==> src/rtl/fifo_ctrl.sv <==
// FWFT FIFO pointer/flag controller for a dual-port RAM with a synchronous write
// port and an asynchronous read port.
module fifo_ctrl #(
  parameter int ADDRESS_WIDTH = 6,
  parameter int DATA_WIDTH    = 32,
  parameter int DEPTH         = 2 ** ADDRESS_WIDTH,
  parameter int AFULL_LEVEL   = DEPTH - 4,
  parameter int AEMPTY_LEVEL  = 4
) (
  input  logic                     fifoctrl_clk_i,
  input  logic                     fifoctrl_rstn_i,
  input  logic                     fifoctrl_flush_i,
  input  logic                     fifoctrl_push_i,
  input  logic [DATA_WIDTH-1:0]    fifoctrl_wdata_i,
  input  logic                     fifoctrl_pop_i,
  output logic [DATA_WIDTH-1:0]    fifoctrl_rdata_o,
  output logic                     fifoctrl_full_o,
  output logic                     fifoctrl_empty_o,
  output logic                     fifoctrl_afull_o,
  output logic                     fifoctrl_aempty_o,
  output logic [ADDRESS_WIDTH:0]   fifoctrl_count_o,
  output logic                     fifoctrl_overflow_o,
  output logic                     fifoctrl_underflow_o,
  output logic                     fifoctrl_ram_we_o,
  output logic [ADDRESS_WIDTH-1:0] fifoctrl_ram_waddr_o,
  output logic [ADDRESS_WIDTH-1:0] fifoctrl_ram_raddr_o,
  output logic [DATA_WIDTH-1:0]    fifoctrl_ram_wdata_o,
  input  logic [DATA_WIDTH-1:0]    fifoctrl_ram_rdata_i
);

  localparam int AW = ADDRESS_WIDTH;
  localparam int CW = ADDRESS_WIDTH + 1;

  logic [CW-1:0] wr_ptr_q, wr_ptr_d;
  logic [CW-1:0] rd_ptr_q, rd_ptr_d;
  logic [CW-1:0] count_q, count_d;
  logic          overflow_q, overflow_d;
  logic          underflow_q, underflow_d;

  logic full_s;
  logic empty_s;
  logic push_ok_s;
  logic pop_ok_s;

  // Status flags and accepted-request qualifiers from the current occupancy.
  always_comb begin
    full_s    = (count_q == CW'(DEPTH));
    empty_s   = (count_q == {CW{1'b0}});
    push_ok_s = fifoctrl_push_i & ~full_s;
    pop_ok_s  = fifoctrl_pop_i & ~empty_s;
  end

  // Next-state computation; flush wins over any request in the same cycle.
  always_comb begin
    wr_ptr_d    = wr_ptr_q;
    rd_ptr_d    = rd_ptr_q;
    count_d     = count_q;
    overflow_d  = overflow_q;
    underflow_d = underflow_q;
    if (fifoctrl_flush_i) begin
      wr_ptr_d    = {CW{1'b0}};
      rd_ptr_d    = {CW{1'b0}};
      count_d     = {CW{1'b0}};
      overflow_d  = 1'b0;
      underflow_d = 1'b0;
    end else begin
      if (push_ok_s) begin
        wr_ptr_d = wr_ptr_q + CW'(1'b1);
      end else begin
        wr_ptr_d = wr_ptr_q;
      end
      if (pop_ok_s) begin
        rd_ptr_d = rd_ptr_q + CW'(1'b1);
      end else begin
        rd_ptr_d = rd_ptr_q;
      end
      case ({push_ok_s, pop_ok_s})
        2'b10:   count_d = count_q + CW'(1'b1);
        2'b01:   count_d = count_q - CW'(1'b1);
        default: count_d = count_q;
      endcase
      if (fifoctrl_push_i & full_s) begin
        overflow_d = 1'b1;
      end else begin
        overflow_d = overflow_q;
      end
      if (fifoctrl_pop_i & empty_s) begin
        underflow_d = 1'b1;
      end else begin
        underflow_d = underflow_q;
      end
    end
  end

  // State registers with synchronous active-low reset.
  always_ff @(posedge fifoctrl_clk_i) begin
    if (!fifoctrl_rstn_i) begin
      wr_ptr_q    <= {CW{1'b0}};
      rd_ptr_q    <= {CW{1'b0}};
      count_q     <= {CW{1'b0}};
      overflow_q  <= 1'b0;
      underflow_q <= 1'b0;
    end else begin
      wr_ptr_q    <= wr_ptr_d;
      rd_ptr_q    <= rd_ptr_d;
      count_q     <= count_d;
      overflow_q  <= overflow_d;
      underflow_q <= underflow_d;
    end
  end

  // Output mapping; the RAM write is suppressed while reset or flush is pending.
  always_comb begin
    fifoctrl_full_o      = full_s;
    fifoctrl_empty_o     = empty_s;
    fifoctrl_afull_o     = (count_q >= CW'(AFULL_LEVEL));
    fifoctrl_aempty_o    = (count_q <= CW'(AEMPTY_LEVEL));
    fifoctrl_count_o     = count_q;
    fifoctrl_overflow_o  = overflow_q;
    fifoctrl_underflow_o = underflow_q;
    fifoctrl_ram_we_o    = push_ok_s & ~fifoctrl_flush_i & fifoctrl_rstn_i;
    fifoctrl_ram_waddr_o = wr_ptr_q[AW-1:0];
    fifoctrl_ram_raddr_o = rd_ptr_q[AW-1:0];
    fifoctrl_ram_wdata_o = fifoctrl_wdata_i;
    fifoctrl_rdata_o     = fifoctrl_ram_rdata_i;
  end

  fifo_ctrl_chk #(
    .CW    (CW),
    .DEPTH (DEPTH)
  ) u_chk (
    .clk_i    (fifoctrl_clk_i),
    .rstn_i   (fifoctrl_rstn_i),
    .wr_ptr_i (wr_ptr_q),
    .rd_ptr_i (rd_ptr_q),
    .count_i  (count_q)
  );

endmodule

// Occupancy/pointer consistency checks for fifo_ctrl.
module fifo_ctrl_chk #(
  parameter int CW    = 7,
  parameter int DEPTH = 64
) (
  input logic          clk_i,
  input logic          rstn_i,
  input logic [CW-1:0] wr_ptr_i,
  input logic [CW-1:0] rd_ptr_i,
  input logic [CW-1:0] count_i
);

  logic [CW-1:0] diff_s;

  // Pointer distance modulo 2*DEPTH falls out of CW-bit subtraction.
  always_comb begin
    diff_s = wr_ptr_i - rd_ptr_i;
  end

  a_count_matches_ptrs: assert property (@(posedge clk_i) disable iff (!rstn_i)
    count_i == diff_s);

  a_count_in_range: assert property (@(posedge clk_i) disable iff (!rstn_i)
    count_i <= CW'(DEPTH));

endmodule
==> config.mk <==
export PLATFORM = sky130hd
export DESIGN_NAME = fifo_ctrl
export DESIGN_NICKNAME = d
export VERILOG_FILES = /design/src/rtl/fifo_ctrl.sv
export SDC_FILE = /design/constraint.sdc
export NUM_CORES = 1
export LEC_CHECK = 0
export ABC_AREA = 1
export BUFFER_PORTS_ARGS = -buffer_cell sky130_fd_sc_hd__clkbuf_2
export CORE_UTILIZATION = 41
export CTS_BUF_LIST = sky130_fd_sc_hd__clkbuf_4
export DETAILED_ROUTE_END_ITERATION = 16
export GPL_TIMING_DRIVEN = 0
export PLACE_DENSITY = 0.93
export SETUP_SLACK_MARGIN = 0.1
export SLEW_MARGIN = 15
export SYNTH_ARGS = -nofsm -noshare
export SYNTH_HDL_FRONTEND = slang
export SYNTH_HIERARCHICAL = 1
export SYNTH_SLANG_ARGS = --single-unit
==> constraint.sdc <==
create_clock -name fifoctrl_clk_i -period 4 [get_ports fifoctrl_clk_i]
set_clock_uncertainty 0.05 [all_clocks]
set_input_delay 0 -clock fifoctrl_clk_i [delete_from_list [all_inputs] [get_ports fifoctrl_clk_i]]
set_output_delay 0 -clock fifoctrl_clk_i [all_outputs]
set_load 0.01 [all_outputs]
# After elaboration in Yosys (flattened, before gate mapping)
# Cells that the tools add are included.
[totals]
wordCells = 28
output_inout_bits = 90
regBits = 23
[classes]
n_reduce_logical = 3
n_mux = 1
n_eq_ne = 3
order_cmp = 2
add_sub_neg = 4
bitwise = 10
[ops]
columns = ["op", "count"]
rows = [
  ["$add A7 B1 Y7 const B", 3],
  ["$pmux W7 S2", 1],
  ["$eq A7 B7 Y1 const B", 1],
  ["$ge A7 B6 Y1 const B", 1],
  ["$le A7 B3 Y1 const B", 1],
  ["$logic_not A7 Y1", 1],
  ["$sub A7 B1 Y7 const B", 1],
  ["$and A1 B1 Y1", 6],
  ["$not A1 Y1", 4],
  ["$eq A2 B1 Y1 const B", 1],
  ["$eq A2 B2 Y1 const B", 1],
  ["$reduce_bool A2 Y1", 1],
  ["$reduce_or A2 Y1", 1],
]

# Longest topological paths before layout
# Gate-level depths: netlist of the first run.
[logic_depth]
depth_word = 5
mapped_depth = 14

# Least setup slack after synthesis of the first run
# Ideal clock, no wire load.
[synth_path]
path_type = "reg-to-reg"
startpoint = "register count_q[0] (netlist: fifoctrl_count_o[0])"
endpoint = "register count_q[5] (netlist: fifoctrl_count_o[5])"
setup_ns = 0.117
path_slack_ns = 1.689
synth_period_minus_slack_ns = 2.311
n_path_buf = 0
t_arrival_ns = 2.144
path_stages_with_launch = 12
cell_sequence = "dfxtp_1 -> nor2_2 -> nand2_2 -> o21ai_2 -> inv_2 -> ha_1 -> ha_1 -> or2_2 -> nand3b_1 -> a21oi_1 -> nor2_1 -> nor2_1"
[synth_via]
elab_chain_cells = 5
word_cells_on_any_way = 12
[synth_lines]
columns = ["item", "line", "text"]
rows = [
  ["start, declared", "36", "logic [CW-1:0] count_q, count_d;"],
  ["start signal, assigned", "100", "count_q <= {CW{1'b0}};"],
  ["start signal, assigned", "106", "count_q <= count_d;"],
  ["$logic_not A7 Y1 (*)", "48", "empty_s = (count_q == {CW{1'b0}});"],
  ["$not A1 Y1 (*)", "50", "pop_ok_s = fifoctrl_pop_i & ~empty_s;"],
  ["$and A1 B1 Y1 (*)", "50", ""],
  ["net pop_ok_s", "43", "logic pop_ok_s;"],
  ["$eq A2 B1 Y1 or $eq A2 B2 Y1 (tied branches)", "77", "case ({push_ok_s, pop_ok_s})"],
  ["$pmux W7 S2 or $reduce_bool A2 Y1 (tied branches)", "--", ""],
]
# Mark *: on every way through the listed nets, which the timed path passes. The rest lies on a longest branch.
# A chain may end at the register's enable or synchronous reset.

# Worst setup path in the final report of the first run
# Ends and elaborated chain as after synthesis.

==> results of run 1 <==
==> path summary, 6_finish.rpt <==
| kind | cells after the start | start | endpoint |
|---|---|---|---|
| worst max-delay path | 12 | fifoctrl_count_o[0] | fifoctrl_count_o[5] |
| worst max register to register | 12 | fifoctrl_count_o[0] | fifoctrl_count_o[5] |
| worst min register to register | 2 | fifoctrl_underflow_o | fifoctrl_underflow_o |
| worst min-delay path | 2 | fifoctrl_wdata_i[25] | fifoctrl_ram_wdata_o[25] |
==> power by group through the flow <==
stage          clock network (mW)  logic, mW  registers [mW]
2_1_floorplan                   0      0.271           0.263
3_3_place_gp                    0      0.383           0.259
3_5_place_dp                    0      0.391           0.259
4_1_cts                     0.110      0.397           0.255
5_1_grt                     0.120      0.446           0.258
6_report                    0.107      0.395           0.255
==> cell families (layout without fill, tap and decap cells) <==
group | Yosys count | after routing | share of synthesized area, %
xor gates and xnor gates | 7 | 7 | 3.55
adders and majority gates | 9 | 9 | 6.95
buffers and inverters | 86 | 189 | 32.7
DFF | 21 | 21 | 24.3
AOI/OAI and AO/OA | 28 | 28 | 9.26
and+or+nand+nor | 94 | 94 | 23.2
==> worst max-delay path, stage by stage (launching register included) <==
cell and delay, ns:
sky130_fd_sc_hd__dfxtp_1 0.40, sky130_fd_sc_hd__nor2_2 0.18, sky130_fd_sc_hd__nand2_2 0.11, sky130_fd_sc_hd__o21ai_2 0.29, sky130_fd_sc_hd__inv_2 0.14, sky130_fd_sc_hd__ha_1 0.33
sky130_fd_sc_hd__ha_1 0.37, sky130_fd_sc_hd__or2_2 0.31, sky130_fd_sc_hd__nand3b_1 0.12, sky130_fd_sc_hd__nand3_1 0.07, sky130_fd_sc_hd__nand2_1 0.06, sky130_fd_sc_hd__nor2_1 0.04
sky130_fd_sc_hd__nor2_1 0.08
==> per-layer routing <==
layer  global-route usage (%)  vias up  routed length, um
met4                     3.19        0                 10
met3                     2.23        2                304
li1                         -      916                  -
met2                     33.0       85               2190
met1                     17.5      782               1480
met5                        0        -                  0
==> through the flow <==
step,power [mW],setup slack [ns],cells
after detailed placement,0.650,1.43,389
after global routing,0.825,1.16,398
after CTS,0.761,1.39,398
final,0.757,1.39,398
after floorplan,0.534,1.69,245
after global placement,0.641,1.47,389
==> layout make-up <==
class	count	area (um2)	share of cell area, %
multi-input cells	138	743	31.8
repair buffers	99	520	22.2
plain buffers	65	484	20.7
flip-flops and latches	21	420	18.0
inverters	21	81.3	3.48
well taps	50	62.6	2.67
clock buffers	3	22.5	0.963
clock inverters	1	5.00	0.214
==> flip-flops by register name, summed over array words and instances, names as in the netlist <==
register              flops
rd_ptr_q                  6
wr_ptr_q                  6
fifoctrl_count_o          7
fifoctrl_overflow_o       1
fifoctrl_underflow_o      1
==> cell usage in the layout (no fill, tap or decap), types with 2 or more instances in the layout <==
cell / n
sky130_fd_sc_hd__dlygate4sd3_1: 5
sky130_fd_sc_hd__nand2_2: 2
sky130_fd_sc_hd__inv_1: 18
sky130_fd_sc_hd__nor2_1: 25
sky130_fd_sc_hd__xnor2_1: 3
sky130_fd_sc_hd__dfxtp_1: 21
sky130_fd_sc_hd__nand4_1: 2
sky130_fd_sc_hd__xor2_1: 4
sky130_fd_sc_hd__buf_4: 64
sky130_fd_sc_hd__nand2_1: 47
sky130_fd_sc_hd__o21ai_0: 7
sky130_fd_sc_hd__a21oi_1: 17
sky130_fd_sc_hd__clkbuf_2: 94
sky130_fd_sc_hd__clkbuf_4: 3
sky130_fd_sc_hd__nand3b_1: 3
sky130_fd_sc_hd__nand3_1: 11
sky130_fd_sc_hd__ha_1: 8
==> flow_summary.json, run 1 <==
{
  "seq_area_frac_synth_pct": 24.3,
  "tightestPinTransition_ns": 0.471,
  "drt.antenna.violating_nets": 0,
  "yosys-top-cells-count": "sky130_fd_sc_hd__buf_4, sky130_fd_sc_hd__nand2_1, sky130_fd_sc_hd__nor2_1",
  "count_of_final_setup_violators": 0,
  "worst_setup_hold_path_clk_slew_ns": 0.12,
  "internal_power_uw": 436,
  "post_cts.repair.setup_buffers": 0,
  "min_period_over_period_pct": 65.4,
  "postLayoutCellArea_um2": 2340,
  "rows": 23,
  "worst-path-max-fanout": 8,
  "top_level_ports": 159,
  "grt_antenna_before_repair": 0,
  "worst_ep_arrival_time_ns": 2.82,
  "wire_per_inst_um": 10.0,
  "crit_path_end_kind": "flip-flop",
  "drt_drc_violations_left": 0,
  "syn-cell-area_um2": 1730,
  "first_pass_iteration_count_of_the_detailed_router": 4,
  "post_placement_cell_area_um2": 2260,
  "number_of_enable_type_register_cells_in_the_synthesized_netlist": 0,
  "grt_start_max_net_pins": 13,
  "fmax_ghz": 0.382,
  "worst_ir_drop_vdd_mv": 0.189,
  "grt.total_usage_pct": 16.3,
  "cts-root-buf": "sky130_fd_sc_hd__clkbuf_4",
  "hold-worst-slack_ns": 0.136,
  "criticalPathCategory": "reg -> reg",
  "clock_tree.buffer_depth": 2,
  "cts_made_buffers": 3,
  "crit_path_start_kind": "flip-flop",
  "synth.top_cells.by_area": "sky130_fd_sc_hd__buf_4, sky130_fd_sc_hd__dfxtp_1, sky130_fd_sc_hd__nand2_1",
  "yosysWarningCount": 6,
  "cp_data_required_time_ns": 4.20,
  "cts_max_level": 1,
  "switching_share_pct": 42.3,
  "post-dp-hpwl_mm": 3.19,
  "post_synth_num_cell_types": 27,
  "status": "complete, no violations",
  "avgSynthCellArea_um2": 7.06,
  "p_switching_uw": 320,
  "synth_seq_cells": 21,
  "final_nets": 427,
  "maxcap_viol_count": 0,
  "hold_class": "in -> out",
  "utilization_pct": 58.1,
  "fp.coreArea_um2": 4030,
  "floorplan.die.height_um": 66.9,
  "clock_power_share_pct": 14.1,
  "route.final.wire_length_mm": 3.99,
  "power_density_nw_per_um2": 323,
  "power_frac_seq_pct": 33.7,
  "avgViaCountPerCell": 4.48,
  "cellLeakagePower_nw": 1.34,
  "synthDominantCellAreaShare_pct": 27.8,
  "clk_latency_ns": 0.31,
  "synthCells": 245,
  "finalSetupTns_ns": 0,
  "detailedRoute.firstIterationViolations": 55,
  "post-synth-top-area-cell": "sky130_fd_sc_hd__buf_4",
  "tritoncts": "done",
  "synth_most_common_cell": "sky130_fd_sc_hd__buf_4",
  "horizontal_extent_of_the_die_um": 66.9,
  "wire_length_of_the_first_global_routing_pass_mm": 5.77,
  "rrSetupSlack_ns": 1.39,
  "layout_min_cycle_time_ns": 2.61,
  "dr_total_vias": 1785,
  "synth_ff_type": "sky130_fd_sc_hd__dfxtp_1",
  "clkSinkCount": 21,
  "pwr-share-comb_pct": 52.2,
  "layout-drive-gt1-share_pct": 49.1,
  "io_buffer_count": 94,
  "mappedNetlistNets": 323,
  "dieArea_um2": 4480,
  "cts_resized": 0,
  "ys_async_sr_fraction_pct": 0,
  "timing.max_slew.rel_slack_pct": 68.6,
  "unrepaired_setup_endpoints_after_global_routing": "no",
  "final.fill_count": 371,
  "grt_pass1_vias": 1396,
  "timing_max_transition_violations_final": 0,
  "gr-total-overflow": 0,
  "synthToLayoutAreaGrowth_pct": 35.3,
  "insertedDiodeCount": 0,
  "gp_congestion": 0.886,
  "final_hold_viol_count": 0,
  "holdBufCountCts": 5,
  "initial_utilization_pct": 42.9
}
Power figures use the tool's default switching activity.
==> run 2, diff against run 1 <==
Settings changed: CORE_UTILIZATION 41 to 35, PLACE_DENSITY 0.93 to 0.85.
Clock period 4 ns to 2.2 ns, I/O delays scaled along.
==> flow_summary.json, run 2 (synthesis gave the netlist of run 1 again) <==
{
  "drt.antenna.violating_nets": 0,
  "synthToLayoutAreaGrowth_pct": 52.4,
  "dr_total_vias": 1909,
  "horizontal_extent_of_the_die_um": 72.3,
  "drt_drc_violations_left": 0,
  "final_hold_viol_count": 0,
  "cts-root-buf": "sky130_fd_sc_hd__clkbuf_4",
  "grt_antenna_before_repair": 0,
  "largest_reg_flops": 7,
  "cellLeakagePower_nw": 1.42,
  "place_worst_setup_slack_ns": -0.0523,
  "top_level_ports": 159,
  "cts_made_buffers": 3,
  "power_density_nw_per_um2": 631,
  "most-common-layout-cells": "sky130_fd_sc_hd__clkbuf_2, sky130_fd_sc_hd__buf_4, sky130_fd_sc_hd__nand2_1",
  "final_nets": 442,
  "sequential_cell_area_um2": 440,
  "grt.total_usage_pct": 15.5,
  "cts_max_level": 1,
  "worst_setup_hold_path_clk_slew_ns": 0.13,
  "io_buffer_count": 94,
  "final.fill_count": 453,
  "grt_util_met2_pct": 30.0,
  "grt_use_met1_pct": 16.7,
  "worst_ep_arrival_time_ns": 2.26,
  "gr-total-overflow": 0,
  "finalSetupTns_ns": 0,
  "rows": 25,
  "first_pass_iteration_count_of_the_detailed_router": 4,
  "post-dp-hpwl_mm": 3.36,
  "worst-path-max-fanout": 7,
  "clkSinkCount": 21,
  "criticalPathCategory": "reg -> reg",
  "grt_pass1_vias": 1491,
  "min_period_over_period_pct": 93.2,
  "wire_length_of_the_first_global_routing_pass_mm": 6.35,
  "cp_data_required_time_ns": 2.41,
  "clk_latency_ns": 0.32,
  "initial_utilization_pct": 36.6,
  "clock_tree.buffer_depth": 2,
  "unrepaired_setup_endpoints_after_global_routing": "yes",
  "postLayoutCellArea_um2": 2640,
  "insertedDiodeCount": 0,
  "hold_class": "in -> out",
  "post_placement_cell_area_um2": 2320,
  "fp.coreArea_um2": 4720,
  "layout_min_cycle_time_ns": 2.05,
  "worst_ir_drop_vdd_mv": 0.377,
  "avgViaCountPerCell": 4.44,
  "maxcap_viol_count": 0,
  "tritoncts": "done",
  "count_of_final_setup_violators": 0,
  "report.power.total_mw": 1.66,
  "wire_per_inst_um": 10.6,
  "globalRoute.busiestLayer": "met2",
  "status": "complete, no violations",
  "layout-drive-gt1-share_pct": 57.9,
  "global_route.usage.met3_pct": 3.19,
  "detailedRoute.firstIterationViolations": 58,
  "multiInputGateArea_um2": 882,
  "fmax_ghz": 0.488,
  "gp_congestion": 0.801,
  "tightestPinTransition_ns": 0.485,
  "most_common_cell_after_layout_fill_and_taps_aside": "sky130_fd_sc_hd__clkbuf_2",
  "utilization_pct": 55.8,
  "floorplan.die.height_um": 72.3,
  "setup_ws_ns": 0.150,
  "dieArea_um2": 5230,
  "crit_path_end_kind": "flip-flop",
  "timing.max_slew.rel_slack_pct": 67.7,
  "timing_max_transition_violations_final": 0,
  "crit_path_start_kind": "flip-flop",
  "grt_start_max_net_pins": 13,
  "route.final.wire_length_mm": 4.57
}
## run 2: cell count changes in the layout (fill, tap and decap cells not counted), sizes merged
cell  before  now
buf       64   79
## run 2: final timing paths
kind / startpoint / endpoint / slack (ns) / depth (start not counted)
worst min-delay path: fifoctrl_ram_rdata_i[16] / fifoctrl_rdata_o[16] / 0.14 / 2
worst max-delay path: fifoctrl_count_o[0] / fifoctrl_count_o[5] / 0.15 / 12
worst max register to register: fifoctrl_count_o[0] / fifoctrl_count_o[5] / 0.15 / 12
worst min register to register: fifoctrl_underflow_o / fifoctrl_underflow_o / 0.44 / 2
## run 2: critical path, cell delays in order (launching register included)
cell and delay [ns]:
sky130_fd_sc_hd__dfxtp_4 0.39, sky130_fd_sc_hd__nor2_4 0.14, sky130_fd_sc_hd__nand2_4 0.09, sky130_fd_sc_hd__o21ai_4 0.19
sky130_fd_sc_hd__inv_4 0.07, sky130_fd_sc_hd__ha_4 0.22, sky130_fd_sc_hd__ha_4 0.24, sky130_fd_sc_hd__or2_4 0.23
sky130_fd_sc_hd__nand3b_1 0.10, sky130_fd_sc_hd__nand3_1 0.08, sky130_fd_sc_hd__nand2_1 0.08, sky130_fd_sc_hd__nor2_2 0.05
sky130_fd_sc_hd__nor2_1 0.08
## run 2: cell type report
| type | instances | share of cell area, % |
|---|---|---|
| inverters | 21 | 3.18 |
| multi-input cells | 138 | 33.5 |
| clock buffers | 3 | 0.855 |
| flip-flops and latches | 21 | 16.7 |
| clock inverters | 1 | 0.190 |
| well taps | 67 | 3.18 |
| plain buffers | 65 | 18.4 |
| repair buffers | 114 | 24.0 |
## run 2: metrics by stage
step | hold slack (ns) | std cells
floorplan | 0.0418 | 245
global placement | 0.137 | 406
detailed placement | 0.137 | 406
CTS | 0.137 | 422
global route | 0.142 | 430
finish | 0.136 | 430
## run 2: per-layer routing
metal / wire length, um / vias to the layer above / part of all wire, %
li1: - / 946 / -
met1: 1690 / 865 / 37
met2: 2470 / 96 / 54
met3: 378 / 2 / 8.3
met4: 28 / 0 / 0.61
met5: 0 / - / 0
## run 2: repair_timing
| action | in CTS | in global routing |
|---|---|---|
| hold buffers | 5 | 0 |
| gates cloned | 0 | 0 |
| pin swaps | 3 | 8 |
| gates resized for setup | 11 | 19 |
| endpoints found under the setup margin | 5 | 5 |
| setup buffers | 7 | 8 |
| endpoints found under the hold margin | 9 | 0 |
## run 2: power by group
group	leakage (nW)	internal (mW)	switching, mW
Clock	0.0177	0.0681	0.136
Combinational	1.23	0.485	0.505
Sequential	0.175	0.423	0.0468
Total	1.42	0.976	0.687
==> run 3, diff against run 2 <==
Settings changed: CORE_ASPECT_RATIO set to 0.9, PLACE_DENSITY 0.85 to 0.8.
Clock period 2.2 ns to 1.68 ns, I/O delays scaled along.
==> flow_summary.json, run 3 (synthesis gave the netlist of run 1 again) <==
{
  "power_frac_seq_pct": 27.9,
  "grt_antenna_before_repair": 0,
  "fp.coreArea_um2": 4600,
  "io_buffer_count": 94,
  "timing_max_transition_violations_final": 0,
  "worst_ep_arrival_time_ns": 2.19,
  "finalSetupTns_ns": -1.71,
  "dr_total_vias": 1852,
  "layout_min_cycle_time_ns": 2.03,
  "count_of_final_setup_violators": 6,
  "worst-path-max-fanout": 7,
  "clk_latency_ns": 0.31,
  "most-common-layout-cells": "sky130_fd_sc_hd__clkbuf_2, sky130_fd_sc_hd__buf_4, sky130_fd_sc_hd__nand2_1",
  "largest_reg_flops": 7,
  "worst_hold_path.num_cells": 4,
  "clock_tree.buffer_depth": 2,
  "dieArea_um2": 5230,
  "power_density_nw_per_um2": 841,
  "final_nets": 438,
  "drt.antenna.violating_nets": 0,
  "grt.total_usage_pct": 15.4,
  "utilization_pct": 56.3,
  "report.power.total_mw": 2.18,
  "detailedRoute.firstIterationViolations": 82,
  "gr-total-overflow": 0,
  "cellLeakagePower_nw": 1.41,
  "dp.cells": 401,
  "first_pass_iteration_count_of_the_detailed_router": 4,
  "tritoncts": "done",
  "pwr-share-comb_pct": 59.7,
  "wire_length_of_the_first_global_routing_pass_mm": 6.58,
  "top_level_ports": 159,
  "worst_ir_drop_vdd_mv": 0.687,
  "most_common_cell_after_layout_fill_and_taps_aside": "sky130_fd_sc_hd__clkbuf_2",
  "worst_setup_hold_path_clk_slew_ns": 0.12,
  "postLayoutCellArea_um2": 2590,
  "insertedDiodeCount": 0,
  "unrepaired_setup_endpoints_after_global_routing": "yes",
  "post_placement_cell_area_um2": 2390,
  "tightestPinTransition_ns": 0.467,
  "status": "complete, but fails checks",
  "rows": 23,
  "floorplan.die.height_um": 68.7,
  "drt_drc_violations_left": 0,
  "initial_utilization_pct": 37.6,
  "finish.cell_count_without_fillers": 421,
  "final_hold_viol_count": 0,
  "final.fill_count": 436,
  "clock_power_share_pct": 12.3,
  "horizontal_extent_of_the_die_um": 76.1,
  "internal_power_mw": 1.28,
  "layout-drive-gt1-share_pct": 58.2,
  "crit_path_start_kind": "flip-flop",
  "clkSinkCount": 21,
  "synthToLayoutAreaGrowth_pct": 50.0,
  "fmax_ghz": 0.493,
  "avgViaCountPerCell": 4.40,
  "criticalPathCategory": "reg -> reg",
  "min_period_over_period_pct": 121,
  "reg2regPathDepth": 11,
  "maxcap_viol_count": 0,
  "hold-worst-slack_ns": 0.0157,
  "hold_class": "in -> reg",
  "route.final.wire_length_mm": 4.43,
  "p_switching_uw": 898,
  "setup_ws_ns": -0.347,
  "cts_max_level": 1,
  "grt_start_max_net_pins": 12,
  "timing.max_slew.rel_slack_pct": 68.9,
  "post-dp-hpwl_mm": 3.31,
  "crit_path_end_kind": "flip-flop",
  "cts_made_buffers": 3,
  "cts-root-buf": "sky130_fd_sc_hd__clkbuf_4",
  "gp_congestion": 0.775,
  "place_worst_setup_slack_ns": -0.521,
  "switching_share_pct": 41.1,
  "grt_pass1_vias": 1507,
  "cp_data_required_time_ns": 1.84,
  "violations": "setup timing",
  "wire_per_inst_um": 10.5
}
==> run 3: worst max-delay path, cell delays in order (launching register included) <==
cell                       delay [ns]
sky130_fd_sc_hd__dfxtp_4         0.37
sky130_fd_sc_hd__nor2_4          0.13
sky130_fd_sc_hd__nand2_4         0.09
sky130_fd_sc_hd__o21ai_4         0.20
sky130_fd_sc_hd__inv_4           0.06
sky130_fd_sc_hd__ha_4            0.22
sky130_fd_sc_hd__ha_4            0.24
sky130_fd_sc_hd__or2_4           0.24
sky130_fd_sc_hd__nand3b_1        0.12
sky130_fd_sc_hd__a21oi_1         0.08
sky130_fd_sc_hd__nor2_1          0.10
sky130_fd_sc_hd__nor2_1          0.04
==> run 3: final timing paths <==
kind	startpoint	slack (ns)	to
setup / recovery	fifoctrl_count_o[0]	-0.35	fifoctrl_count_o[5]
hold reg to reg	wr_ptr_q[5]	0.46	wr_ptr_q[5]
setup reg to reg	fifoctrl_count_o[0]	-0.35	fifoctrl_count_o[5]
hold / removal	fifoctrl_flush_i	0.02	wr_ptr_q[5]
==> run 3: area by class of cell <==
cell class                      instances  area (um2)  share of cell area [%]
Inverter                               21        88.8                    3.42
Sequential cell                        21         443                    17.1
Buffer                                 65         484                    18.7
Tap cell                               62        77.6                    2.99
Timing Repair Buffer                  110         598                    23.1
Clock buffer                            4        30.0                    1.16
Multi-Input combinational cell        138         872                    33.6
==> run 3: timing repair <==
item                                    4_1_cts  5_1_grt
resized for setup                            14        4
hold endpoints to repair                      9        0
setup buffers                                11        2
pin swaps                                    13        6
hold buffers                                  3        0
endpoints found under the setup margin        7        8
==> run 3: per-layer routing <==
metal	GRT usage, %	up-vias	part of all wire, %	wire length (um)
li1	-	941	-	-
met1	18.4	821	41	1810
met2	29.1	86	52	2280
met3	3.55	4	7.0	311
met4	3.13	0	0.61	27
met5	0	-	0	0
==> run 3: power by group through the flow <==
stage                     registers (mW)  logic (mW)  clock network, mW
after detailed placement           0.648        1.08                  0
after floorplan                    0.653       0.766                  0
final                              0.609        1.30              0.269
after CTS                          0.613        1.26              0.272
after global placement             0.643        1.05                  0
after global routing               0.615        1.43              0.296
